**src/rtl/vec_fetch_pkg.sv**
```systemverilog
// Shared types and constants for the vector fetch sequencer.
package vec_fetch_pkg;

  localparam int unsigned START_DELAY          = 4;
  localparam int unsigned DEF_DATA_WIDTH       = 32;
  localparam int unsigned DEF_ADDR_WIDTH       = 5;
  localparam int unsigned DEF_RESULT_WIDTH     = 16;
  localparam int unsigned DEF_TIMEOUT_CYCLES   = 16;

  typedef enum logic [1:0] {
    IDLE,
    ISSUE,
    DRAIN,
    FIN
  } state_t;

endpackage

```
**src/rtl/vec_fetch_delay_line.sv**
```systemverilog
// Single-bit shift register with async reset; aligns eng_start with the
// operand words as they reach the engine's product stage.
module vec_fetch_delay_line
  import vec_fetch_pkg::*;
#(
  parameter int unsigned DEPTH = START_DELAY
) (
  input  logic clk,
  input  logic rst,
  input  logic d,
  output logic q
);

  logic [DEPTH-1:0] sr_q;

  always_ff @(posedge clk or posedge rst) begin
    if (rst) begin
      sr_q <= '0;
    end else begin
      sr_q <= {sr_q[DEPTH-2:0], d};
    end
  end

  assign q = sr_q[DEPTH-1];

endmodule

```
**src/rtl/vec_fetch_ctrl.sv**
```systemverilog
// Command-driven operand fetch / result collection sequencer for the
// dot-product engine. Optional DRAIN watchdog: VEC_FETCH_TIMEOUT_EN.
module vec_fetch_ctrl
  import vec_fetch_pkg::*;
#(
  parameter int unsigned DATA_WIDTH     = DEF_DATA_WIDTH,
  parameter int unsigned ADDR_WIDTH     = DEF_ADDR_WIDTH,
  parameter int unsigned RESULT_WIDTH   = DEF_RESULT_WIDTH,
  parameter int unsigned TIMEOUT_CYCLES = DEF_TIMEOUT_CYCLES
) (
  input  logic                    clk,
  input  logic                    rst,
  input  logic                    cmd_valid,
  output logic                    cmd_ready,
  input  logic [ADDR_WIDTH-1:0]   cmd_src_base,
  input  logic [ADDR_WIDTH-1:0]   cmd_res_base,
  input  logic [ADDR_WIDTH:0]     cmd_len,
  output logic                    mem_rd_en,
  output logic [ADDR_WIDTH-1:0]   mem_rd_addr,
  input  logic [DATA_WIDTH-1:0]   mem1_rdata,
  input  logic [DATA_WIDTH-1:0]   mem2_rdata,
  output logic [DATA_WIDTH-1:0]   eng_mem1,
  output logic [DATA_WIDTH-1:0]   eng_mem2,
  output logic                    eng_start,
  input  logic [RESULT_WIDTH-1:0] eng_result,
  input  logic                    eng_done,
  output logic                    res_we,
  output logic [ADDR_WIDTH-1:0]   res_addr,
  output logic [RESULT_WIDTH-1:0] res_data,
  output logic                    busy,
  output logic                    done,
  output logic                    err
);

  localparam int unsigned CW = ADDR_WIDTH + 1;
  localparam logic [CW-1:0] CNT_ONE = CW'(1);
  localparam int unsigned WD_W = $clog2(TIMEOUT_CYCLES + 1);
  localparam logic [WD_W-1:0] WD_LAST = WD_W'(TIMEOUT_CYCLES - 1);
  localparam logic [WD_W-1:0] WD_ONE  = WD_W'(1);

`ifdef VEC_FETCH_TIMEOUT_EN
  localparam bit TIMEOUT_EN = 1'b1;
`else
  localparam bit TIMEOUT_EN = 1'b0;
`endif

  state_t state_q, state_d;

  logic [ADDR_WIDTH-1:0] src_base_q, res_base_q;
  logic [CW-1:0]         len_q, issued_q, received_q;
  logic [WD_W-1:0]       wd_q;
  logic                  err_q;
  logic                  abort_q;
  logic                  rd_valid_q;

  logic accept;
  logic last_issue;
  logic collect_ok;
  logic done_ok;
  logic done_bad;
  logic to_hit;

  assign accept     = cmd_valid && cmd_ready;
  assign last_issue = (issued_q + CNT_ONE) == len_q;
  assign collect_ok = (state_q != IDLE) && (received_q != len_q);
  assign done_ok    = eng_done && collect_ok;
  // After reset, stray results from an aborted command are dropped silently
  // until a new command is accepted.
  assign done_bad   = eng_done && !collect_ok && !((state_q == IDLE) && abort_q);
  assign to_hit     = TIMEOUT_EN && (state_q == DRAIN) && !eng_done && (wd_q == WD_LAST);

  assign mem_rd_addr = src_base_q + issued_q[ADDR_WIDTH-1:0];
  assign err         = err_q;

  always_comb begin
    state_d   = state_q;
    cmd_ready = 1'b0;
    mem_rd_en = 1'b0;
    busy      = 1'b0;
    done      = 1'b0;
    unique case (state_q)
      IDLE: begin
        cmd_ready = 1'b1;
        if (cmd_valid) state_d = (cmd_len == '0) ? FIN : ISSUE;
      end
      ISSUE: begin
        mem_rd_en = 1'b1;
        busy      = 1'b1;
        if (last_issue) state_d = DRAIN;
      end
      DRAIN: begin
        busy = 1'b1;
        if ((received_q == len_q) || to_hit) state_d = FIN;
      end
      FIN: begin
        done    = 1'b1;
        state_d = IDLE;
      end
      default: state_d = IDLE;
    endcase
  end

  always_ff @(posedge clk or posedge rst) begin
    if (rst) begin
      state_q    <= IDLE;
      src_base_q <= '0;
      res_base_q <= '0;
      len_q      <= '0;
      issued_q   <= '0;
      received_q <= '0;
      wd_q       <= '0;
      err_q      <= 1'b0;
      abort_q    <= 1'b1;
      rd_valid_q <= 1'b0;
      eng_mem1   <= '0;
      eng_mem2   <= '0;
      res_we     <= 1'b0;
      res_addr   <= '0;
      res_data   <= '0;
    end else begin
      state_q    <= state_d;
      rd_valid_q <= mem_rd_en;

      if (rd_valid_q) begin
        eng_mem1 <= mem1_rdata;
        eng_mem2 <= mem2_rdata;
      end

      if (accept) begin
        src_base_q <= cmd_src_base;
        res_base_q <= cmd_res_base;
        len_q      <= cmd_len;
        issued_q   <= '0;
        received_q <= '0;
        err_q      <= 1'b0;
        abort_q    <= 1'b0;
      end else if (mem_rd_en) begin
        issued_q <= issued_q + CNT_ONE;
      end

      res_we <= done_ok;
      if (done_ok) begin
        res_addr   <= res_base_q + received_q[ADDR_WIDTH-1:0];
        res_data   <= eng_result;
        received_q <= received_q + CNT_ONE;
      end

      if (done_bad || to_hit) err_q <= 1'b1;

      if ((state_q == DRAIN) && !eng_done) wd_q <= wd_q + WD_ONE;
      else                                 wd_q <= '0;
    end
  end

  vec_fetch_delay_line #(
    .DEPTH(START_DELAY)
  ) u_start_dly (
    .clk(clk),
    .rst(rst),
    .d  (mem_rd_en),
    .q  (eng_start)
  );

endmodule

```
**config.mk**
```make
export PLATFORM = sky130hd
export DESIGN_NAME = vec_fetch_ctrl
export DESIGN_NICKNAME = d
export VERILOG_FILES = /design/src/rtl/vec_fetch_pkg.sv /design/src/rtl/vec_fetch_delay_line.sv /design/src/rtl/vec_fetch_ctrl.sv
export SDC_FILE = /design/constraint.sdc
export NUM_CORES = 1
export LEC_CHECK = 0
export ABC_CLOCK_PERIOD_IN_PS = 4100
export BUFFER_PORTS_ARGS = -buffer_cell sky130_fd_sc_hd__buf_4
export CAP_MARGIN = 10
export CORE_MARGIN = 10
export CORE_UTILIZATION = 49
export DETAILED_ROUTE_END_ITERATION = 10
export GPL_ROUTABILITY_DRIVEN = 0
export PLACE_DENSITY_LB_ADDON = 0.3
export REMOVE_ABC_BUFFERS = 1
export SLEW_MARGIN = 10
export SYNTH_ARGS = -nofsm -noshare
export SYNTH_HDL_FRONTEND = slang
export SYNTH_SLANG_ARGS = --single-unit
```
**constraint.sdc**
```tcl
create_clock -name clk -period 4.1 [get_ports clk]
set_clock_uncertainty 0.15 [all_clocks]
set_input_delay 0.41 -clock clk [delete_from_list [all_inputs] [get_ports clk]]
set_output_delay 0.41 -clock clk [all_outputs]
set_load 0.03 [all_outputs]
```
[Yosys cells after proc, flatten, opt, wreduce, memory -nomap -nowiden]
Cells that the tools add are included.
Operators by class
  add/sub/neg operators: 4
  reductions and logical operators: 16
  shift operators: 0
  muxes and demuxes: 15
  multipliers: 0
  $lt $le $gt $ge: 0
  equal/unequal tests: 9
  div/mod/pow operators: 0
  bitwise gates (word level): 0
Operators by type and width (count)
  2-to-1 mux 6 bit: 4
  adder 6 x 1 -> 6 bit (second input constant): 2
  == test 6 bit: 2
  adder 5 bit: 2
  2-to-1 mux 2 bit: 4
  case mux 2 bit (4 select lines): 1
  nonzero test 2 bit: 4
  logical AND 1 bit: 6
  zero test 6 bit: 1
  2-to-1 mux 1 bit: 6
  inequality test 2 bit (second input constant): 3
  inequality test 6 bit: 1
  == test 2 bit (second input constant): 2
  AND reduction 3 bit: 1
  == test 2 x 1 -> 1 bit (second input constant): 1
  zero test 1 bit: 2
  zero test 2 bit: 1
  OR reduction 2 bit: 1
Word-level totals
  logic and storage cells: 59
  output and inout bits: 97
  ROM bits: 0
  register bits: 123
  memories kept: 0
  bits in latches: 0
  RAM bits: 0

[Longest topological paths before layout]
Gate-level depths: netlist of run 1.
  depth in word-level cells: 6
  mapped depth: 8

[Modules after synthesis]
Synthesis of run 1 repeated with hierarchy kept, for this count alone.
Second synthesis, totals
  cell total of the unflattened synthesis: 404
  area total of the unflattened synthesis: 5271.3 um^2
By module, submodules not included
  vec_fetch_ctrl: times used 1, area an instance 5167.5 um^2, cells each 399
  vec_fetch_delay_line: times used 1, area an instance 103.8 um^2, cells each 5

[Worst setup path after synthesis of run 1]
OpenSTA, ideal clock, no wires.
  path type: register to output
  start point: reg issued_q[0]
  end point: out mem_rd_addr[4]
  path slack: 1.858 ns
  path buffers: 0
  cell stages (with the launch flop): 6
  data arrival time: 1.682 ns
  data required time: 3.540 ns
  cells stage by stage: dfrtp_1 -> ha_1 -> fa_1 -> a21o_1 -> a21oi_1 -> xnor2_1
On the way
  cells in the longest elaborated chain, start to end: 1
Ends and longest elaborated chain
  from (decl): line vec_fetch_ctrl.sv:50  | logic [CW-1:0] len_q, issued_q, received_q;
  from (signal assigned): line vec_fetch_ctrl.sv:138  | issued_q <= issued_q + CNT_ONE;
  adder 5 bit: line vec_fetch_ctrl.sv:72  | assign mem_rd_addr = src_base_q + issued_q[ADDR_WIDTH-1:0];
  to (decl): line vec_fetch_ctrl.sv:19  | output logic [ADDR_WIDTH-1:0] mem_rd_addr,
Every way passes these cells.

[Worst setup path in the final report of run 1]
Ends and elaborated chain as after synthesis.

==> metrics.csv, run 1 <==
stage;metric;value;unit
global_routing;largest net degree at the start of global routing;65;
worst_setup_path;WS Path Type;reg -> out;
synth;Yosys cell types;37;
place;placed wire-length estimate;10400;um
floorplanning;Die Ht;124;um
worst_setup_path;Slowest cell on crit path;dfrtp_1;
worst_setup_path;CP endpoint kind;output pin;
sta;RSZ-0062 raised after global routing;no;
route;DRC;0;
route;WL met1;6610;um
final_layout;nets;810;
worst_setup_path;Worst path max stage delay;0.45;ns
floorplanning;Rows;37;
clock_network;Clock transition at path regs;0.06;ns
power_and_ir_drop;Internal;4.31;mW
floorplanning;Core ar.;10400;um^2
place;I/O Buffers;196;
sta;Final setup viols;0;
synth;syn_area_per_cell;13.2;um^2
route;drt pass-1 iters;4;
route;Initial DRC Count;252;
worst_setup_path;crit start category;flop;
route;met2 wire length;8660;um
floorplanning;Starting Density;0.507;
route;highest metal used;met4;
status;status;finished, final reports clean;
power_and_ir_drop;part of the power in registers;0.308;
final_layout;leading cell type in the layout, fill and taps excluded;buf_4;
sta;worst slew margin relative to its limit;0.318;
flow_run;max-capacitance violation count;0;
synth;sequential area share after synthesis;0.581;
clock_network;# H-tree levels;4;
route;met3 WL;1330;um
synth;FFs w/ async S/R, synth;1.00;
sta;worst hold slack;0.0869;ns
route;final antenna-violating net count;0;
power_and_ir_drop;P per Cell Area;882;nW/um^2
power_and_ir_drop;switching fraction of total power;0.417;
sta;Final Hold Fails;0;
power_and_ir_drop;Leak;4.04;nW
final_layout;share of cells above drive strength 1;0.452;
clock_network;Resize count post-CTS;0;
sta;Slew Limit Fails;0;
worst_setup_path;Worst Path Arrival;2.26;ns
route;routed len/inst;20.0;um
power_and_ir_drop;Comb pwr share;0.497;
clock_network;CTS tree;built;
clock_network;worst skew pair latency;0.51;ns
min_path;class of the worst hold path;in -> reg;
global_routing;GRT Total Usage;0.218;
power_and_ir_drop;Peak VDD IR;0.472;mV
sta;Final period util;0.689;
worst_setup_path;critical path's top delay family;adder cells;
place;worst slack at placement;1.51;ns
clock_network;deepest clock path buffer count;2;
clock_network;clock sink total;122;
sta;Max Fclk;354;MHz
worst_setup_path;CP bufs+invs;1;
synth;Mapped Area;5260;um^2
worst_setup_path;worst-path cell chain;ha_1 > fa_1 > a21o_1 > a21oi_1 > xnor2_1 > buf_4;
sta;Tightest Pin Transition;1.02;ns
floorplanning;I/O pin count;197;
synth;Post-synth EDFFs;0;
sta;Final WS setup;1.28;ns
power_and_ir_drop;Switch Pwr;3.08;mW
final_layout;commonest cells after routing, fill and taps aside;200 x buf_4, 120 x dfrtp_1, 97 x dlygate4sd3_1;
synth;Synth warnings;0;
sta;setup_tns;0;ns
route;DR vias;4234;
route;Via density;5.02;
synth;Post-synth top flop;dfrtp_1;
power_and_ir_drop;clock power share;0.194;
floorplanning;Die W;124;um
global_routing;initial antenna violation count;1;
worst_setup_path;worst-path fanout max;6;
floorplanning;Die Area;15300;um^2
clock_network;TritonCTS Buffers;17;
final_layout;final instance area;8380;um^2
synth;Syn Inst Count;397;
place;placed cell areas;6840;um^2
clock_network;Root Driver;clkbuf_8;
sta;min cycle time layout;2.82;ns
final_layout;P&R area growth vs syn;59.3;%
worst_setup_path;Worst Path Required;3.54;ns
global_routing;first-pass GRT wire length;25600;um
route;DRT Wirelength;16900;um
global_routing;vias in the first global route;4702;
global_routing;GRT Residual Overflow;0;
synth;Synth Register Bits;122;
[kinds of logic after synthesis]
kind of cell	share of synthesized area
and+or+nand+nor	0.0749
DFF	0.581
muxes	0.203
AOI/OAI and AO/OA	0.0321
xor gates and xnor gates	0.0466
buffers and inverters	0.0219
adders and majority gates	0.0409
[worst paths after layout]
check                                          from                  end  slack [ns]  depth (start not counted)
max in group asynchronous                       rst  u_start_dly.sr_q[1]        2.40                          4
worst min-delay path                      cmd_valid                  err        0.09                          3
worst max register to register           state_q[0]         res_data[12]        1.51                          6
worst max-delay path                    issued_q[0]       mem_rd_addr[4]        1.28                          6
worst min register to register  u_start_dly.sr_q[1]  u_start_dly.sr_q[2]        0.20                          0
min in group asynchronous                       rst          eng_mem2[3]        0.47                          3
[flip-flops by register name, indices dropped and copies added (netlist names)]
| signal | count |
|---|---|
| err | 1 |
| len_q | 6 |
| res_base_q | 5 |
| res_addr | 5 |
| res_we | 1 |
| issued_q | 6 |
| u_start_dly.sr_q | 4 |
| src_base_q | 5 |
| abort_q | 1 |
| received_q | 6 |
| eng_mem2 | 32 |
| res_data | 16 |
| eng_mem1 | 32 |
| state_q | 2 |
[power groups by stage]
stage	Combinational (mW)	Clock, mW	Sequential, mW
4_1_cts	3.65	1.44	2.24
5_1_grt	3.90	1.51	2.35
3_3_place_gp	3.50	0	2.20
2_1_floorplan	1.43	0	3.07
6_report	3.67	1.44	2.28
3_5_place_dp	3.56	0	2.25
[worst register-to-register path: stages, from the launching register on]
cell and delay [ns]:
dfrtp_1 0.39, inv_1 0.08, ha_1 0.30, nand2b_1 0.22, a21oi_4 0.68, buf_4 0.33
mux2_4 0.32
[what timing repair did]
action,CTS,global route
buffers inserted,0,0
hold endpoints to repair,158,0
hold buffers,97,0
[through the flow]
stage	total power, mW	cells	util
floorplan	4.50	378	-
global placement	5.70	714	0.659
detailed placement	5.81	714	0.659
CTS	7.33	840	0.807
global route	7.76	842	0.808
finish	7.39	843	0.808
[synth_stat cells (3+ instances only)]
library cell,instances,area share
nor3_1,5,0.0048
nand3_1,4,0.0038
xor2_1,15,0.025
mux2_2,75,0.16
mux2i_1,6,0.011
mux2_4,10,0.029
a21o_1,4,0.0057
xnor2_1,13,0.022
ha_1,14,0.033
buf_6,3,0.0064
nand2_1,59,0.042
clkbuf_1,14,0.010
o21ai_0,3,0.0029
dfrtp_1,121,0.58
inv_1,5,0.0036
a21oi_1,7,0.0067
nor2_1,13,0.0093
[routing by layer]
layer,global-route usage,vias up
li1,-,1961
met1,0.249,2092
met2,0.382,161
met3,0.0710,20
met4,0.0640,0
met5,0,-
[area by class of cell]
type | count | area [um^2]
flip-flops and latches | 122 | 3060
repair buffers | 297 | 2470
multi-input cells | 251 | 2090
fillers | 591 | 1990
clock buffers | 20 | 435
well taps | 136 | 170
clock inverters | 9 | 125
inverters | 5 | 21.3
diodes | 3 | 7.51
Note: power is estimated with default switching activity, not from simulation.
==> run 2, diff against run 1 <==
--- a/config.mk
+++ b/config.mk
@@ -5,11 +5,11 @@
 export SDC_FILE = /design/constraint.sdc
 export NUM_CORES = 1
 export LEC_CHECK = 0
-export ABC_CLOCK_PERIOD_IN_PS = 4100
+export ABC_CLOCK_PERIOD_IN_PS = 2500
 export BUFFER_PORTS_ARGS = -buffer_cell sky130_fd_sc_hd__buf_4
 export CAP_MARGIN = 10
 export CORE_MARGIN = 10
-export CORE_UTILIZATION = 49
+export CORE_UTILIZATION = 44
 export DETAILED_ROUTE_END_ITERATION = 10
 export GPL_ROUTABILITY_DRIVEN = 0
 export PLACE_DENSITY_LB_ADDON = 0.3
==> constraint.sdc (replaced) <==
create_clock -name clk -period 2.5 [get_ports clk]
set_clock_uncertainty 0.15 [all_clocks]
set_input_delay 0.25 -clock clk [delete_from_list [all_inputs] [get_ports clk]]
set_output_delay 0.25 -clock clk [all_outputs]
set_load 0.03 [all_outputs]
==> metrics.csv, run 2 (same netlist as run 1, synthesis figures left out) <==
stage;metric;value;unit
place;placed cell areas;6900;um^2
min_path;worst hold endpoint;err;
clock_network;Clock transition at path regs;0.05;ns
final_layout;P&R area growth vs syn;61.1;%
sta;Tightest Pin Transition;0.749;ns
worst_setup_path;CP endpoint kind;output pin;
floorplanning;I/O pin count;197;
global_routing;initial antenna violation count;1;
global_routing;vias in the first global route;4636;
sta;Final WS setup;0.0835;ns
place;I/O Buffers;196;
worst_setup_path;WS Path Type;reg -> out;
sta;setup_tns;0;ns
power_and_ir_drop;Total Power;12.1;mW
route;Via density;4.88;
sta;Max Fclk;414;MHz
final_layout;commonest cells after routing, fill and taps aside;200 x buf_4, 119 x dfrtp_1, 97 x dlygate4sd3_1;
final_layout;share of cells above drive strength 1;0.461;
status;status;finished, final reports clean;
power_and_ir_drop;Leak;4.07;nW
global_routing;GRT Total Usage;0.191;
sta;worst hold slack;0.0480;ns
route;DR vias;4174;
final_layout;final instance area;8470;um^2
clock_network;clock sink total;122;
clock_network;# H-tree levels;4;
min_path;hold depth;3;
sta;Final period util;0.967;
floorplanning;Core ar.;11600;um^2
worst_setup_path;R2R depth;6;
floorplanning;Rows;39;
worst_setup_path;reg-to-reg setup timing slack;0.31;ns
min_path;Hold Crit Start;eng_done;
route;DRT Wirelength;15900;um
floorplanning;Starting Density;0.455;
worst_setup_path;CP bufs+invs;1;
global_routing;GRT Residual Overflow;0;
route;routed len/inst;18.6;um
worst_setup_path;Worst Setup SP;src_base_q[0];
clock_network;TritonCTS Buffers;17;
worst_setup_path;Reg2Reg Launch Point;state_q[0];
clock_network;deepest clock path buffer count;2;
global_routing;first-pass GRT wire length;25200;um
floorplanning;Die Ht;129;um
worst_setup_path;critical path's top delay family;adder cells;
sta;Slew Limit Fails;0;
floorplanning;Die W;129;um
clock_network;Root Driver;clkbuf_16;
worst_setup_path;worst reg2reg endpoint;res_data[15];
worst_setup_path;crit start category;flop;
clock_network;CTS tree;built;
worst_setup_path;Worst Path Arrival;2.02;ns
flow_run;max-capacitance violation count;0;
route;drt pass-1 iters;4;
global_routing;largest net degree at the start of global routing;66;
route;final antenna-violating net count;0;
worst_setup_path;Worst Path Required;2.10;ns
final_layout;leading cell type in the layout, fill and taps excluded;buf_4;
clock_network;worst skew pair latency;0.40;ns
route;DRC;0;
worst_setup_path;Worst path max stage delay;0.38;ns
sta;Final Hold Fails;0;
final_layout;largest registers;eng_mem1: 32 flops, eng_mem2: 32 flops, res_data: 16 flops;
final_layout;nets;813;
min_path;class of the worst hold path;in -> reg;
route;Initial DRC Count;231;
sta;min cycle time layout;2.42;ns
worst_setup_path;worst-path fanout max;2;
power_and_ir_drop;Peak VDD IR;0.777;mV
floorplanning;Die Area;16700;um^2
place;worst slack at placement;0.312;ns
sta;Final setup viols;0;
place;placed wire-length estimate;10500;um
worst_setup_path;worst-path cell chain;ha_1 > fa_2 > a21o_1 > a21oi_2 > xnor2_1 > buf_4;
power_and_ir_drop;P per Cell Area;1430;nW/um^2
sta;worst slew margin relative to its limit;0.499;
worst_setup_path;Slowest cell on crit path;dfrtp_1;
[run 2: cell count changes in the layout (fill, tap and decap cells not counted), sizes merged]
cell,previous run,this run
buf,200,203
diode,3,2
bufinv,3,2
clkbuf,20,21
clkinv,4,7
[run 2: stage by stage]
stage | cells | util
finish | 855 | 0.733
CTS | 853 | 0.732
global placement | 723 | 0.597
detailed placement | 723 | 0.597
floorplan | 378 | -
global route | 854 | 0.732
[run 2: worst register-to-register path: stages, from the launching register on]
cell and delay, ns:
dfrtp_1 0.39, inv_1 0.08, ha_1 0.31, nand2b_1 0.23, a21oi_4 0.29, buf_12 0.24, mux2_2 0.38
[run 2: repair_timing]
action,in CTS,in global routing
hold buffers,97,0
resized for setup,1,2
endpoints found under the setup margin,1,1
setup buffers,1,0
hold endpoints to repair,130,0
[run 2: cell type report]
class | count | area (um^2)
inverter | 5 | 21.3
clock inverter | 11 | 121
sequential | 122 | 3060
clock buffer | 21 | 460
fill | 735 | 3090
multi-input combinational | 251 | 2100
antenna | 2 | 5.00
tap | 143 | 179
timing repair buffer | 300 | 2530
[run 2: worst max path at each step]
stage | endpoint | slack [ns] | cells past startpoint
after floorplan | eng_mem1[0] | -1.14 | 1
after global placement | mem_rd_addr[4] | 0.38 | 6
after detailed placement | res_data[15] | 0.31 | 6
after CTS | mem_rd_addr[4] | 0.006 | 6
after global routing | mem_rd_addr[4] | -0.002 | 6
final | mem_rd_addr[4] | 0.08 | 6
[run 2: layer usage]
metal  GRT usage  part of all wire  up-vias
li1            -                 -     1960
met3      0.0681             0.098       20
met2       0.315              0.49      163
met4      0.0642             0.016        0
met5           0                 0        -
met1       0.227              0.40     2031
[run 2: where the power goes]
| part | total, mW | switching, mW | internal, mW |
|---|---|---|---|
| clock | 2.37 | 0.858 | 1.52 |
| combinational | 6.14 | 3.47 | 2.67 |
| sequential | 3.58 | 0.647 | 2.93 |
| total | 12.1 | 4.97 | 7.12 |
